--- config.mk ---
export PLATFORM = sky130hd
export DESIGN_NAME = mfm_write
export DESIGN_NICKNAME = d
export VERILOG_FILES = /design/src/rtl/mfm_write_pkg.sv /design/src/rtl/mfm_crc16.sv /design/src/rtl/mfm_write.sv
export SDC_FILE = /design/constraint.sdc
export NUM_CORES = 1
export LEC_CHECK = 0
export ABC_CLOCK_PERIOD_IN_PS = 2200
export BUFFER_PORTS_ARGS = -buffer_cell sky130_fd_sc_hd__buf_4
export CORE_ASPECT_RATIO = 0.8
export CORE_MARGIN = 3
export CORE_UTILIZATION = 54
export DETAILED_ROUTE_END_ITERATION = 8
export PLACE_DENSITY = 0.71
export SYNTH_ARGS = -nofsm -noshare
export SYNTH_HDL_FRONTEND = slang
export SYNTH_SLANG_ARGS = --single-unit
--- constraint.sdc ---
create_clock -name clk -period 2.2 [get_ports clk]
set_input_delay 0.11 -clock clk [delete_from_list [all_inputs] [get_ports clk]]
set_output_delay 0.11 -clock clk [all_outputs]
set_load 0.005 [all_outputs]
--- src/rtl/mfm_write_pkg.sv ---
// Shared MFM write/read constants, byte type codes and the byte-wise CCITT CRC step.
// Read and write paths both use this package.
package mfm_write_pkg;

  localparam int DATA_W = 8;

  localparam logic [1:0] TYPE_DATA = 2'b00;
  localparam logic [1:0] TYPE_MARK = 2'b01;
  localparam logic [1:0] TYPE_CRC  = 2'b10;
  localparam logic [1:0] TYPE_RSVD = 2'b11;

  localparam logic [DATA_W-1:0] MARK_BYTE  = 8'hA1;
  localparam logic [15:0]       MARK_CELLS = 16'h4489;
  localparam logic [DATA_W-1:0] GAP_BYTE   = 8'h4E;
  localparam logic [15:0]       CRC_POLY   = 16'h1021;
  localparam logic [15:0]       CRC_INIT   = 16'hFFFF;

  typedef enum logic {ST_IDLE, ST_SHIFT} state_t;

  // MSB-first CCITT step over one byte.
  function automatic logic [15:0] crc16_byte(input logic [15:0] crc, input logic [DATA_W-1:0] b);
    logic [15:0] c;
    c = crc;
    for (int i = DATA_W - 1; i >= 0; i--) begin
      if (c[15] ^ b[i]) c = {c[14:0], 1'b0} ^ CRC_POLY;
      else              c = {c[14:0], 1'b0};
    end
    return c;
  endfunction

endpackage

--- src/rtl/mfm_crc16.sv ---
// Combinational single-byte CRC-16 update.
module mfm_crc16
  import mfm_write_pkg::*;
(
  input  logic [15:0]       crc_in,
  input  logic [DATA_W-1:0] data,
  output logic [15:0]       crc_out
);

  assign crc_out = crc16_byte(crc_in, data);

endmodule

--- src/rtl/mfm_write.sv ---
// MFM write serializer: one-entry holding register, 16-cell shifter per byte,
// mark/CRC/gap handling and a registered write gate and flux pulse.
module mfm_write
  import mfm_write_pkg::*;
#(
  parameter int CELL_CLKS  = 24,
  parameter int PULSE_CLKS = 12
) (
  input  logic              clk,
  input  logic              reset,
  input  logic [DATA_W-1:0] data_in,
  input  logic [1:0]        type_in,
  input  logic              valid_in,
  output logic              ready,
  input  logic              write_enable,
  output logic              write_gate,
  output logic              write_pulse_l,
  output logic              underrun
);

  localparam int TW = (CELL_CLKS > 1) ? $clog2(CELL_CLKS) : 1;
  localparam logic [TW-1:0] CELL_LAST = TW'(CELL_CLKS - 1);
  localparam logic [TW-1:0] PULSE_END = TW'(PULSE_CLKS);

  function automatic logic [15:0] mfm_cells(input logic prev, input logic [DATA_W-1:0] b);
    logic [15:0] w;
    logic        p;
    p = prev;
    for (int i = DATA_W - 1; i >= 0; i--) begin
      w[2*i+1] = ~(p | b[i]);
      w[2*i]   = b[i];
      p        = b[i];
    end
    return w;
  endfunction

  state_t            state_q, state_d;
  logic [TW-1:0]     timer_q;
  logic [3:0]        cell_q;
  logic [15:0]       cells_q;
  logic              hold_vld_q, crc2_q, prev_q, mark_q;
  logic [DATA_W-1:0] hold_data_q;
  logic [1:0]        hold_type_q;
  logic [15:0]       crc_q, crc_base, crc_next;

  logic              accept, cell_end, byte_end, load;
  logic              ld_mark, ld_frozen, ld_crc_hi, ld_gap;
  logic [DATA_W-1:0] ld_byte;
  logic [15:0]       ld_cells;

  assign ready    = ~hold_vld_q & ~crc2_q;
  assign accept   = valid_in & ready;
  assign cell_end = (timer_q == CELL_LAST);
  assign byte_end = (state_q == ST_SHIFT) && cell_end && (cell_q == 4'd15);

  always_comb begin
    state_d = state_q;
    load    = 1'b0;
    case (state_q)
      ST_IDLE:  if (hold_vld_q) begin
                  load    = 1'b1;
                  state_d = ST_SHIFT;
                end
      ST_SHIFT: if (byte_end) begin
                  if (hold_vld_q || crc2_q || write_enable) load = 1'b1;
                  else                                      state_d = ST_IDLE;
                end
      default:  state_d = ST_IDLE;
    endcase
  end

  // Source priority at a load: holding register, second CRC byte, gap filler.
  always_comb begin
    ld_byte   = GAP_BYTE;
    ld_mark   = 1'b0;
    ld_frozen = 1'b0;
    ld_crc_hi = 1'b0;
    if (hold_vld_q) begin
      case (hold_type_q)
        TYPE_MARK: begin
          ld_byte = MARK_BYTE;
          ld_mark = 1'b1;
        end
        TYPE_CRC: begin
          ld_byte   = crc_q[15:8];
          ld_frozen = 1'b1;
          ld_crc_hi = 1'b1;
        end
        TYPE_DATA, TYPE_RSVD: ld_byte = hold_data_q;
        default:              ld_byte = hold_data_q;
      endcase
    end else if (crc2_q) begin
      ld_byte   = crc_q[7:0];
      ld_frozen = 1'b1;
    end
    ld_gap   = load & ~hold_vld_q & ~crc2_q;
    crc_base = (ld_mark && !mark_q) ? CRC_INIT : crc_q;
    ld_cells = ld_mark ? MARK_CELLS : mfm_cells(prev_q, ld_byte);
  end

  mfm_crc16 u_crc (
    .crc_in  (crc_base),
    .data    (ld_byte),
    .crc_out (crc_next)
  );

  always_ff @(posedge clk) begin
    if (reset) begin
      state_q       <= ST_IDLE;
      hold_vld_q    <= 1'b0;
      crc2_q        <= 1'b0;
      crc_q         <= CRC_INIT;
      prev_q        <= 1'b0;
      mark_q        <= 1'b0;
      timer_q       <= '0;
      cell_q        <= '0;
      write_gate    <= 1'b0;
      write_pulse_l <= 1'b1;
      underrun      <= 1'b0;
    end else begin
      state_q       <= state_d;
      hold_vld_q    <= accept | (hold_vld_q & ~load);
      // Outputs trail the internal cell state by one clock.
      write_gate    <= (state_q == ST_SHIFT);
      write_pulse_l <= ~((state_q == ST_SHIFT) && cells_q[15] && (timer_q < PULSE_END));
      underrun      <= ld_gap;
      if (load) begin
        timer_q <= '0;
        cell_q  <= '0;
        prev_q  <= ld_byte[0];
        mark_q  <= ld_mark;
        crc2_q  <= ld_crc_hi;
        if (!ld_frozen) crc_q <= crc_next;
      end else if (state_q == ST_SHIFT) begin
        if (state_d == ST_IDLE) begin
          timer_q <= '0;
          cell_q  <= '0;
          prev_q  <= 1'b0;
          mark_q  <= 1'b0;
        end else if (cell_end) begin
          timer_q <= '0;
          cell_q  <= cell_q + 4'd1;
        end else begin
          timer_q <= timer_q + TW'(1);
        end
      end
    end
  end

  always_ff @(posedge clk) begin
    if (accept) begin
      hold_data_q <= data_in;
      hold_type_q <= type_in;
    end
    if (load)                               cells_q <= ld_cells;
    else if (state_q == ST_SHIFT && cell_end) cells_q <= {cells_q[14:0], 1'b0};
  end

endmodule

* After elaboration in Yosys (flattened, before gate mapping)
Cells that the tools add are included.
Operators by class: multiplexer cells 35, reductions and logical operators 16, eq/ne operators 7, order comparisons 1, bitwise operators 44, add/sub/neg operators 2
Operator list (number):
- $mux W13 | 8
- $mux W16 | 4
- $not A3 Y3 | 8
- $pmux W8 S3 | 1
- $mux W8 | 2
- $mux W1 | 14
- $not A1 Y1 | 14
- $mux W5 | 2
- $or A1 B1 Y1 | 9
- $mux W4 | 2
- $xor A1 B1 Y1 | 8
- $reduce_and A2 Y1 | 3
- $add A5 B1 Y5 const B | 1
- $and A1 B1 Y1 | 5
- $eq A5 B5 Y1 const B | 1
- $logic_and A1 B1 Y1 | 5
- $lt A5 B4 Y1 const B | 1
- $add A4 B1 Y4 const B | 1
- $eq A2 B2 Y1 const B | 2
- $eq A4 B4 Y1 const B | 1
- $ne A2 B1 Y1 const B | 2
- $pmux W1 S2 | 2
- $reduce_bool A2 Y1 | 2
- $reduce_or A2 Y1 | 2
- 4 further kinds | 5
Word-level totals: input bits 14, register bits after elaboration 59, output and inout port bits 4, logic and storage cells 119

* Depth between registers and ports, before layout
Gate-level depths: netlist of run 1.
word-level depth 21, depth in mapped cells 10, mapped depth without buffers 8

* Cells and area by module
A second synthesis of run 1 with hierarchy kept.
Unflattened totals: cells, all modules 294, area, all modules 3286.9 sq um
Modules (own cells, without submodules):
- mfm_write | area an instance 2899.0 sq um, times used 1, cells each 269, sequential area each 1441.4 sq um
- mfm_crc16 | area an instance 387.9 sq um, times used 1, cells each 25, sequential area each 0.0 sq um

* Least setup slack after synthesis of run 1
Ideal clock, no wire load.
path type register to register, from register hold_type_q[0], to register crc_q[7], required time 2.061 ns, cell stages (with the launch flop) 10, buffers on the path 1, setup slack 0.149 ns, arrival 1.913 ns, library setup time 0.139 ns, clock period less this slack 2.051 ns, cells stage by stage edfxtp_1 -> inv_1 -> ha_1 -> buf_2 -> a22oi_1 -> o22ai_4 -> xor2_2 -> xnor2_2 -> xor2_1 -> o211ai_2
Between the ends: word-level cells in the longest chain between the ends 15, elaborated cells between the ends (all ways) 28
RTL lines:
- start: declaration | RTL line mfm_write.sv:43 | logic [1:0] hold_type_q;
- start signal: assignment | RTL line mfm_write.sv:153 | hold_type_q <= type_in;
- $eq A2 B1 Y1 | RTL line mfm_write.sv:79 | case (hold_type_q)
- $mux W1 | RTL line mfm_write.sv:79
- $mux W1 | RTL line mfm_write.sv:78 | if (hold_vld_q) begin
- $logic_and A1 B1 Y1 | RTL line mfm_write.sv:97 | crc_base = (ld_mark && !mark_q) ? CRC_INIT : crc_q;
- $mux W16 | RTL line mfm_write.sv:97
- $xor A1 B1 Y1 | RTL line mfm_write_pkg.sv:25 | if (c[15] ^ b[i]) c = {c[14:0], 1'b0} ^ CRC_POLY;
- $mux W13 (5 in a row) | RTL line mfm_write_pkg.sv:25
- $not A3 Y3 (no source line)
- $mux W13 (3 in a row) | RTL line mfm_write_pkg.sv:25
- end signal: assignment | RTL line mfm_write.sv:133 | if (!ld_frozen) crc_q <= crc_next;
- end: declaration | RTL line mfm_write.sv:44 | logic [15:0] crc_q, crc_base, crc_next;
Parallel ways exist; a longest one is shown, timed or not. A chain may end at the register's enable or synchronous reset.

* Worst setup path in the final report of run 1
Same ends and word-level chain as after synthesis.

==> results of run 1 <==
## path summary, 6_finish.rpt
| check | startpoint | end | slack (ns) | depth (start not counted) |
|---|---|---|---|---|
| max reg2reg | hold_type_q[0]$_DFFE_PP_ | crc_q[7]$_SDFFE_PP1P_ | 0.13 | 8 |
| min reg2reg | cells_q[15]$_DFFE_PP_ | write_pulse_l$_SDFF_PP1_ | 0.49 | 1 |
| max | hold_type_q[0]$_DFFE_PP_ | crc_q[7]$_SDFFE_PP1P_ | 0.13 | 8 |
| min | write_enable | underrun$_SDFF_PP0_ | 0.07 | 2 |
## timing repair
| action | 4_1_cts | 5_1_grt |
|---|---|---|
| hold buffers | 10 | 0 |
| gates resized for setup | 0 | 8 |
| endpoints found under the hold margin | 10 | 0 |
| setup buffers | 0 | 2 |
| setup endpoints to repair | 0 | 8 |
## logic make-up (layout without fill, tap and decap cells)
logic type                 after synthesis  after routing
xor gates and xnor gates                28             28
DFF                                     59             59
adders and majority gates                5              5
buffers and inverters                   21             68
and+or+nand+nor                        119            119
muxes                                    1              1
AOI/OAI and AO/OA                       62             62
## routing by layer
| metal | wire (µm) | track usage [%] |
|---|---|---|
| met3 | 344 | 8.04 |
| met4 | 51 | 5.26 |
| met5 | 0 | 0 |
| met1 | 3150 | 30.9 |
| met2 | 3100 | 34.9 |
## through the flow
stage / setup slack [ns] / TNS, ns / instances / instance area (µm²) / power, W
floorplan: 0.149 / 0 / 295 / 3050 / 0.00180
global placement: 0.0972 / 0 / 389 / 3330 / 0.00194
detailed placement: 0.0525 / 0 / 389 / 3330 / 0.00196
CTS: 0.0446 / 0 / 415 / 3670 / 0.00317
global route: -0.000972 / -0.00186 / 417 / 3730 / 0.00335
finish: 0.127 / 0 / 417 / 3730 / 0.00320
## cell usage after synthesis, types with 3 or more instances
cell,count
a21oi_1,15
a22oi_1,7
and2_1,3
and3_1,3
buf_2,5
buf_6,3
clkbuf_1,8
dfxtp_1,33
edfxtp_1,26
ha_1,5
inv_1,3
nand2_1,32
nand3_1,3
nor2_1,40
nor2_2,3
nor2b_1,8
nor3_1,6
o211ai_1,13
o211ai_2,3
o21a_1,3
o22ai_2,3
o31ai_1,4
xnor2_1,11
xnor2_2,7
xor2_1,8
## registers in the layout (all words and copies together), names as in the netlist, 2 cells and up
| name | flops |
|---|---|
| cell_q | 4 |
| cells_q | 16 |
| crc_q | 16 |
| hold_data_q | 8 |
| hold_type_q | 2 |
| timer_q | 5 |
## power groups by stage
stage               clock network, W  logic (W)  registers [W]
floorplan                          0   0.000498        0.00130
global placement                   0   0.000622        0.00132
detailed placement                 0   0.000635        0.00132
CTS                          0.00122   0.000652        0.00130
global route                 0.00129   0.000753        0.00131
finish                       0.00121   0.000682        0.00130
## area by class of cell
type / count / area, µm²
Sequential cell: 59 / 1440
Clock buffer: 10 / 138
Multi-Input combinational cell: 215 / 1540
Fill cell: 379 / 1510
Tap cell: 75 / 93.8
Clock inverter: 6 / 103
Timing Repair Buffer: 49 / 405
Inverter: 3 / 11.3
==> results.cfg, run 1 <==
[final_layout]
utilization_pct = 71.3
diodes = 0
area_delta_synth_final_pct = 22.3
mostFrequentLayoutCells = 40 x nor2_1, 38 x buf_4, 33 x dfxtp_1
layout-drive-gt1-share_pct = 28.1
layout_commonest_cell = nor2_1
nets = 356

[sta]
slew_violations = 0
hold_viol = 0
worstMarginPinSlew_ns = 0.467
slew-limit-headroom_pct = 68.9
fmax_mhz = 482
timing.final.crit_share_pct = 94.2
setup_viol = 0
post-route-min-period_ns = 2.07
holdWs_ns = 0.0679
clock_skew_ns = 0.00662

[power_and_ir_drop]
netSwitchingFraction_pct = 27.0
switchingPower_w = 0.000864
seq_power_share_pct = 40.8
p_per_area_nw_per_um2 = 857
intPower_w = 0.00233
max-vdd-ir-drop_mv = 0.700
pwr-share-clk_pct = 37.9
share_comb_of_total_power_pct = 21.3
p_leak_nw = 1.46

[yosys]
syn_nets = 314
synthAdderAreaFrac_pct = 2.05
synth-compound-area-share_pct = 16.6
postSynthAreaPerCell_um2 = 10.3
ys_types = 55
synth_mux_area_share_pct = 0.328
synth_top_cell_area_share_pct = 25.6
yosys.area_share.simple_pct = 19.7
synth.area.top_cells = edfxtp_1 26%, dfxtp_1 22%, nor2_1 4.9%
synth_area_um2 = 3050
syn_inst = 295
synth_edf_count = 26
ys_ff_latch = 59
ys_async_sr_fraction_pct = 0
synthXorXnorAreaFrac_pct = 10.3
synth_top_family_by_area = simple AND/OR/NAND/NOR gates
ys.flop_type = dfxtp_1
synth_top_area_cell = edfxtp_1
yosys_warnings = 0
ys_seq_area_share_pct = 47.2

[critical_path]
critical_path_buf_inv_count = 1
crit_family = XOR/XNOR gates
slowest_delay_ns = 0.42
endpoint_kind = register
arrival_ns = 2.30
crit_fanout = 8
path_class = register to register
worstSetupStartpointType = register
critPathSlowestCell = edfxtp_1
path_cells = inv_1 > ha_2 > a22oi_1 > o22ai_2 > xor2_2 > xnor2_2 > xor2_1 > o211ai_2
worst_ep_required_time_ns = 2.43

[drt]
postRouteAntennaNets = 0
drt-initial-drc-count = 145
firstDrtPassIters = 4
routedWlPerCell_um = 15.9
drc_errors = 0
viasPerCell = 5.41
drt-total-wl_mm = 6.65
vias = 2258

[grt]
grt_antenna_before_repair = 0
grt_max_degree = 26
grt_usage_pct = 22.6
grt_pass1_wl_mm = 11.3
grt_overflow = 0
grt_pass1_vias = 2202

[floorplan]
core_um2 = 5240
initial_core_util_pct = 58.3
row_count = 23
die_w_um = 90.1
fp.dieArea_um2 = 6600
io_pins = 18
chipHeight_um = 73.2

[clock_network]
clk_latency_ns = 0.34
numCtsBuffers = 9
h-tree-depth = 3
cts_tree = built
root_buffer = clkbuf_8
clock_sinks = 59
clk_path_buf_depth = 2
clkTransAtPathRegs_ns = 0.07

[run]
cap_viol_max_count = 0

[worst_hold_path]
min_path_type = input port to register

[placement]
gp_congestion = 0.879
dp_hpwl_mm = 4.43
portBuffers = 17

[status]
status = finished, final reports clean
No activity file was read; power rests on OpenSTA's default activity.
==> run 2, diff against run 1 <==
--- a/config.mk
+++ b/config.mk
@@ -9,9 +9,10 @@
 export BUFFER_PORTS_ARGS = -buffer_cell sky130_fd_sc_hd__buf_4
 export CORE_ASPECT_RATIO = 0.8
 export CORE_MARGIN = 3
-export CORE_UTILIZATION = 54
+export CORE_UTILIZATION = 55
 export DETAILED_ROUTE_END_ITERATION = 8
-export PLACE_DENSITY = 0.71
+export PLACE_DENSITY = 0.72
 export SYNTH_ARGS = -nofsm -noshare
 export SYNTH_HDL_FRONTEND = slang
+export SYNTH_HIERARCHICAL = 1
 export SYNTH_SLANG_ARGS = --single-unit
==> run 2 against run 1 <==
The run now ends with setup timing left. Sequential share of layout area shrank 7.2 points. Highest routed layer unchanged. First-iteration DRC count up 110%. Synthesized area grew 7.7%. Design area rose by 23%. Worst hold slack better by 0.096 ns. Power is 2.2% higher. Sequential power about the same. Critical path type unchanged.
==> results.cfg, run 2 <==
[critical_path]
path_cells = buf_6 > buf_6 > ha_4 > nand3_4 > buf_6 > nand2b_4 > xnor3_1 > xnor3_1 > and2_1 > a221o_1
worstSetupStartpointType = register
critical_path_buf_inv_count = 3
crit_fanout = 6
crit_family = XOR/XNOR gates
critPathSlowestCell = edfxtp_1
path_common_cell = buf_6
arrival_ns = 2.76
endpoint_kind = register
worst_ep_required_time_ns = 2.43
path_class = register to register
slowest_delay_ns = 0.44

[sta]
fmax_mhz = 395
hold_viol = 0
setup_ws_ns = -0.330
clock_skew_ns = 0.00836
slew-limit-headroom_pct = 58.2
setup_viol = 15
rsz0062_at_grt = yes
post-route-min-period_ns = 2.53
timing.final.crit_share_pct = 115
worstMarginPinSlew_ns = 0.628
slew_violations = 0

[clock_network]
clk_latency_ns = 0.35
numCtsBuffers = 9
clk_path_buf_depth = 2
root_buffer = clkbuf_8
clkTransAtPathRegs_ns = 0.07
clock_sinks = 59
cts_tree = built
h-tree-depth = 3

[placement]
dp_hpwl_mm = 5.25
portBuffers = 17
gp_congestion = 0.794
place_ws_ns = -0.365
dp.cells = 415

[final_layout]
reg_top3 = cells_q: 16 flops, crc_q: 16 flops, hold_data_q: 8 flops
utilization_pct = 81.8
layout_commonest_cell = buf_4
instances_no_fill = 463
mostFrequentLayoutCells = 68 x buf_4, 31 x dfxtp_1, 26 x edfxtp_1
diodes = 0
nets = 399
area_delta_synth_final_pct = 39.8
layout-drive-gt1-share_pct = 39.2
num-fill-cells = 307

[drt]
routedWlPerCell_um = 21.4
firstDrtPassIters = 5
drt-initial-drc-count = 302
viasPerCell = 6.15
postRouteAntennaNets = 0
drc_errors = 0
vias = 2846
drt-total-wl_mm = 9.91

[yosys]
synth_most_common_cell = dfxtp_1
syn_nets = 313
synth_area_um2 = 3290
ys.flop_type = dfxtp_1
synth.area.top_cells = edfxtp_1 24%, dfxtp_1 20%, a221o_1 4.9%
synth_edf_count = 26
postSynthAreaPerCell_um2 = 11.2
ys_ff_latch = 59
ys_seq_area_share_pct = 43.9
synth_commonest_cells = 33 x dfxtp_1, 26 x edfxtp_1, 20 x nand2b_1
ys_types = 53
yosys_warnings = 6
synth_top_area_cell = edfxtp_1
synth_top_cell_area_share_pct = 23.8
syn_inst = 294
ys_async_sr_fraction_pct = 0

[status]
status = finished, violations left
violations = setup timing

[grt]
grt_usage_pct = 25.8
grt_antenna_before_repair = 0
grt_max_degree = 31
grt_pass1_wl_mm = 13.5
grt_overflow = 0
grt_pass1_vias = 2648

[floorplan]
initial_core_util_pct = 58.5
fp.dieArea_um2 = 6950
row_count = 24
core_um2 = 5620
die_w_um = 92.4
chipHeight_um = 75.1
io_pins = 18

[power_and_ir_drop]
max-vdd-ir-drop_mv = 0.556
p_per_area_nw_per_um2 = 712
p_leak_nw = 1.88

[run]
cap_viol_max_count = 0

[worst_hold_path]
min_path_type = input port to register
==> run 2: power by group <==
group | switching, W | internal, W
sequential | 0.0000540 | 0.00122
clock | 0.000449 | 0.000628
combinational | 0.000384 | 0.000537
==> run 2: path summary, 6_finish.rpt <==
kind	start	endpoint	slack [ns]	cells after the start
setup / recovery	hold_type_q[0]$_DFFE_PP_	crc_q[12]$_SDFFE_PP1P_	-0.33	10
hold / removal	reset	hold_vld_q$_SDFF_PP0_	0.16	2
setup reg to reg	hold_type_q[0]$_DFFE_PP_	crc_q[12]$_SDFFE_PP1P_	-0.33	10
hold reg to reg	cells_q[15]$_DFFE_PP_	write_pulse_l$_SDFF_PP1_	0.47	1
==> run 2: cells by family after synthesis <==
logic type	share of synthesized area (%)
simple gates	18.3
flops	43.9
compound gates	13.0
xor+xnor	13.0
buf+inv	4.03
mux	5.90
fa+ha+maj	1.90
==> run 2: per-layer routing <==
metal  GRT usage [%]  part of all wire [%]  routed length, µm  vias to the layer above
li1                -                     -                  -                     1248
met1            35.1                    41               4110                     1355
met2            39.4                    46               4580                      202
met3            6.99                   9.1                904                       41
met4            10.7                   3.2                317                        0
met5               0                     0                  0                        -
==> run 2: per-stage QoR <==
| stage | instance area, µm² | total power, W | TNS, ns | hold WS (ns) |
|---|---|---|---|---|
| detailed placement | 3810 | 0.00198 | -3.29 | 0.289 |
| floorplan | 3360 | 0.00178 | -1.11 | 0.209 |
| global placement | 3810 | 0.00196 | -1.90 | 0.288 |
| finish | 4590 | 0.00327 | -3.05 | 0.164 |
| global route | 4590 | 0.00337 | -4.28 | 0.167 |
| CTS | 4350 | 0.00314 | -2.11 | 0.143 |
==> run 2: what timing repair did <==
| item | CTS | global route |
|---|---|---|
| resized for setup | 27 | 27 |
| hold endpoints to repair | 10 | 0 |
| pin swaps | 15 | 22 |
| buffers inserted | 10 | 11 |
| hold buffers | 10 | 0 |
| endpoints found under the setup margin | 16 | 26 |
| gates cloned | 0 | 2 |
==> run 2: layout make-up <==
| cell class | count | area [µm²] | share of cell area, % |
|---|---|---|---|
| Multi-Input combinational cell | 211 | 2040 | 44.5 |
| Sequential cell | 59 | 1440 | 31.4 |
| Timing Repair Buffer | 90 | 767 | 16.7 |
| Clock buffer | 10 | 128 | 2.78 |
| Tap cell | 78 | 97.6 | 2.12 |
| Clock inverter | 6 | 80.1 | 1.74 |
| Inverter | 9 | 33.8 | 0.735 |
==> run 2: worst reg2reg max path: stages, from the launching register on <==
cell and delay, ns:
edfxtp_1 0.44, buf_6 0.16, buf_6 0.11, ha_4 0.17, nand3_4 0.14, buf_6 0.15, nand2b_4 0.05, xnor3_1 0.35
xnor3_1 0.37, and2_1 0.15, a221o_1 0.33
==> run 3, diff against run 2 <==
--- a/config.mk
+++ b/config.mk
@@ -6,12 +6,12 @@
 export NUM_CORES = 1
 export LEC_CHECK = 0
 export ABC_CLOCK_PERIOD_IN_PS = 2200
-export BUFFER_PORTS_ARGS = -buffer_cell sky130_fd_sc_hd__buf_4
 export CORE_ASPECT_RATIO = 0.8
 export CORE_MARGIN = 3
 export CORE_UTILIZATION = 55
 export DETAILED_ROUTE_END_ITERATION = 8
-export PLACE_DENSITY = 0.72
+export DONT_BUFFER_PORTS = 1
+export PLACE_DENSITY = 0.69
 export SYNTH_ARGS = -nofsm -noshare
 export SYNTH_HDL_FRONTEND = slang
 export SYNTH_HIERARCHICAL = 1
==> run 3 against run 2 <==
The flow finishes with violations (hold timing, setup timing). Wire length shrank 17%. Sequential power is essentially flat. Count of clock-buffer cells in the layout grew 3. Combinational power shrank 9.3%.
==> results.cfg, run 3 (synthesis results as in run 2) <==
[critical_path]
worstSetupStartpointType = register
path_class = register to register
arrival_ns = 2.75
endpoint_kind = register
ff2ff_setup_slack_ns = -0.32
worst_ep_required_time_ns = 2.43
crit_fanout = 5

[sta]
clock_skew_ns = 0.00668
post-route-min-period_ns = 2.52
slew_violations = 0
hold_viol = 22
fmax_mhz = 397
rsz0062_at_grt = yes
tns_ns = -2.60
slew-limit-headroom_pct = 48.5
timing.final.crit_share_pct = 114
holdWs_ns = -0.152
setup_ws_ns = -0.319
worstMarginPinSlew_ns = 0.773
setup_viol = 15

[final_layout]
area_delta_synth_final_pct = 31.3
reg_top3 = cells_q: 16 flops, crc_q: 16 flops, hold_data_q: 8 flops
instances_no_fill = 442
utilization_pct = 76.8
mostFrequentLayoutCells = 44 x buf_4, 33 x dfxtp_1, 26 x edfxtp_1
multi_input_area_um2 = 1940
layout.area.seq_um2 = 1440
layout-drive-gt1-share_pct = 33.0
num-fill-cells = 361
diodes = 0
stdcell_area_um2 = 4310
layout_commonest_cell = buf_4
nets = 378

[worst_hold_path]
min_path_type = input port to register

[clock_network]
numCtsBuffers = 9
hold_buffers = 18
h-tree-depth = 3
root_buffer = clkbuf_8
clk_path_buf_depth = 2
clk_latency_ns = 0.34
cts_tree = built
clock_sinks = 59
clkTransAtPathRegs_ns = 0.07

[drt]
postRouteAntennaNets = 0
viasPerCell = 5.74
drc_errors = 0
firstDrtPassIters = 5
drt-total-wl_mm = 8.25
routedWlPerCell_um = 18.7
vias = 2537
drt-initial-drc-count = 189

[floorplan]
chipHeight_um = 75.1
core_um2 = 5620
die_w_um = 92.4
row_count = 24
fp.dieArea_um2 = 6950
io_pins = 18
initial_core_util_pct = 58.5

[grt]
grt_overflow = 0
grt_pass1_vias = 2307
use_met1_pct = 35.2
grt_pass1_wl_mm = 12.5
grt_use_met3_pct = 5.89
grt_max_degree = 31
grt_use_met2_pct = 35.1
grt_usage_pct = 24.0
grt_antenna_before_repair = 0
busiest_layer = met1

[placement]
gp_congestion = 0.872
dp_hpwl_mm = 4.95
portBuffers = 0
dp.cells = 395
placed_area_um2 = 3670

[run]
cap_viol_max_count = 0

[power_and_ir_drop]
p_leak_nw = 1.72
max-vdd-ir-drop_mv = 0.641
p_per_area_nw_per_um2 = 692

[status]
status = finished, violations left
violations = hold timing, setup timing
==> run 3: cell types whose count changed in the layout (fill, tap and decap cells not counted), sizes merged <==
| cell | delta |
|---|---|
| buf | -27 |
| dlygate4sd3 | +8 |
| clkbuf | +3 |
| bufinv | -2 |
| clkinvlp | -1 |
| o21a | -1 |
| o21ai | -1 |
==> run 3: report_power, final <==
part | total [W] | leakage (nW) | switching [W] | internal, W
Combinational | 0.000835 | 1.12 | 0.000336 | 0.000500
Sequential | 0.00127 | 0.513 | 0.0000515 | 0.00122
Clock | 0.000880 | 0.0932 | 0.000415 | 0.000465
==> run 3: worst max-delay path: stages (launching register included) <==
cell and delay [ns]:
edfxtp_1 0.42, inv_2 0.10, ha_4 0.24, a221oi_4 0.30
mux2i_2 0.15, xnor2_2 0.23, xor3_4 0.54, and2_4 0.16
a221o_1 0.28
==> run 3: final timing paths <==
path / endpoint / startpoint / cells past startpoint
setup / recovery: crc_q[13]$_SDFFE_PP1P_ / hold_type_q[0]$_DFFE_PP_ / 8
hold / removal: prev_q$_SDFFE_PP0P_ / reset / 1
setup reg to reg: crc_q[13]$_SDFFE_PP1P_ / hold_type_q[0]$_DFFE_PP_ / 8
hold reg to reg: write_pulse_l$_SDFF_PP1_ / cells_q[15]$_DFFE_PP_ / 1
==> run 3: layout make-up <==
type                    count  share of cell area [%]
multi-input cells         209                    44.9
flip-flops and latches     59                    33.4
repair buffers             71                    14.6
clock buffers              13                    3.68
well taps                  78                    2.26
inverters                   9                   0.783
clock inverters             3                   0.348
==> run 3: stage by stage <==
step	total power (W)	hold slack, ns	worst slack, ns
4_1_cts	0.00294	-0.171	-0.251
3_3_place_gp	0.00194	0.188	-0.334
3_5_place_dp	0.00195	0.189	-0.363
6_report	0.00298	-0.152	-0.319
5_1_grt	0.00311	-0.165	-0.372
2_1_floorplan	0.00178	0.209	-0.247
==> run 3: routing by layer <==
metal	wire length, µm	part of all wire (%)
met5	0	0
met4	90	1.1
met3	376	4.6
met2	3720	45
met1	4060	49
==> run 3: repair_timing <==
item / 4_1_cts / 5_1_grt
setup buffers: 11 / 5
setup endpoints to repair: 16 / 26
pin swaps: 15 / 12
hold endpoints to repair: 43 / 22
resized for setup: 24 / 13
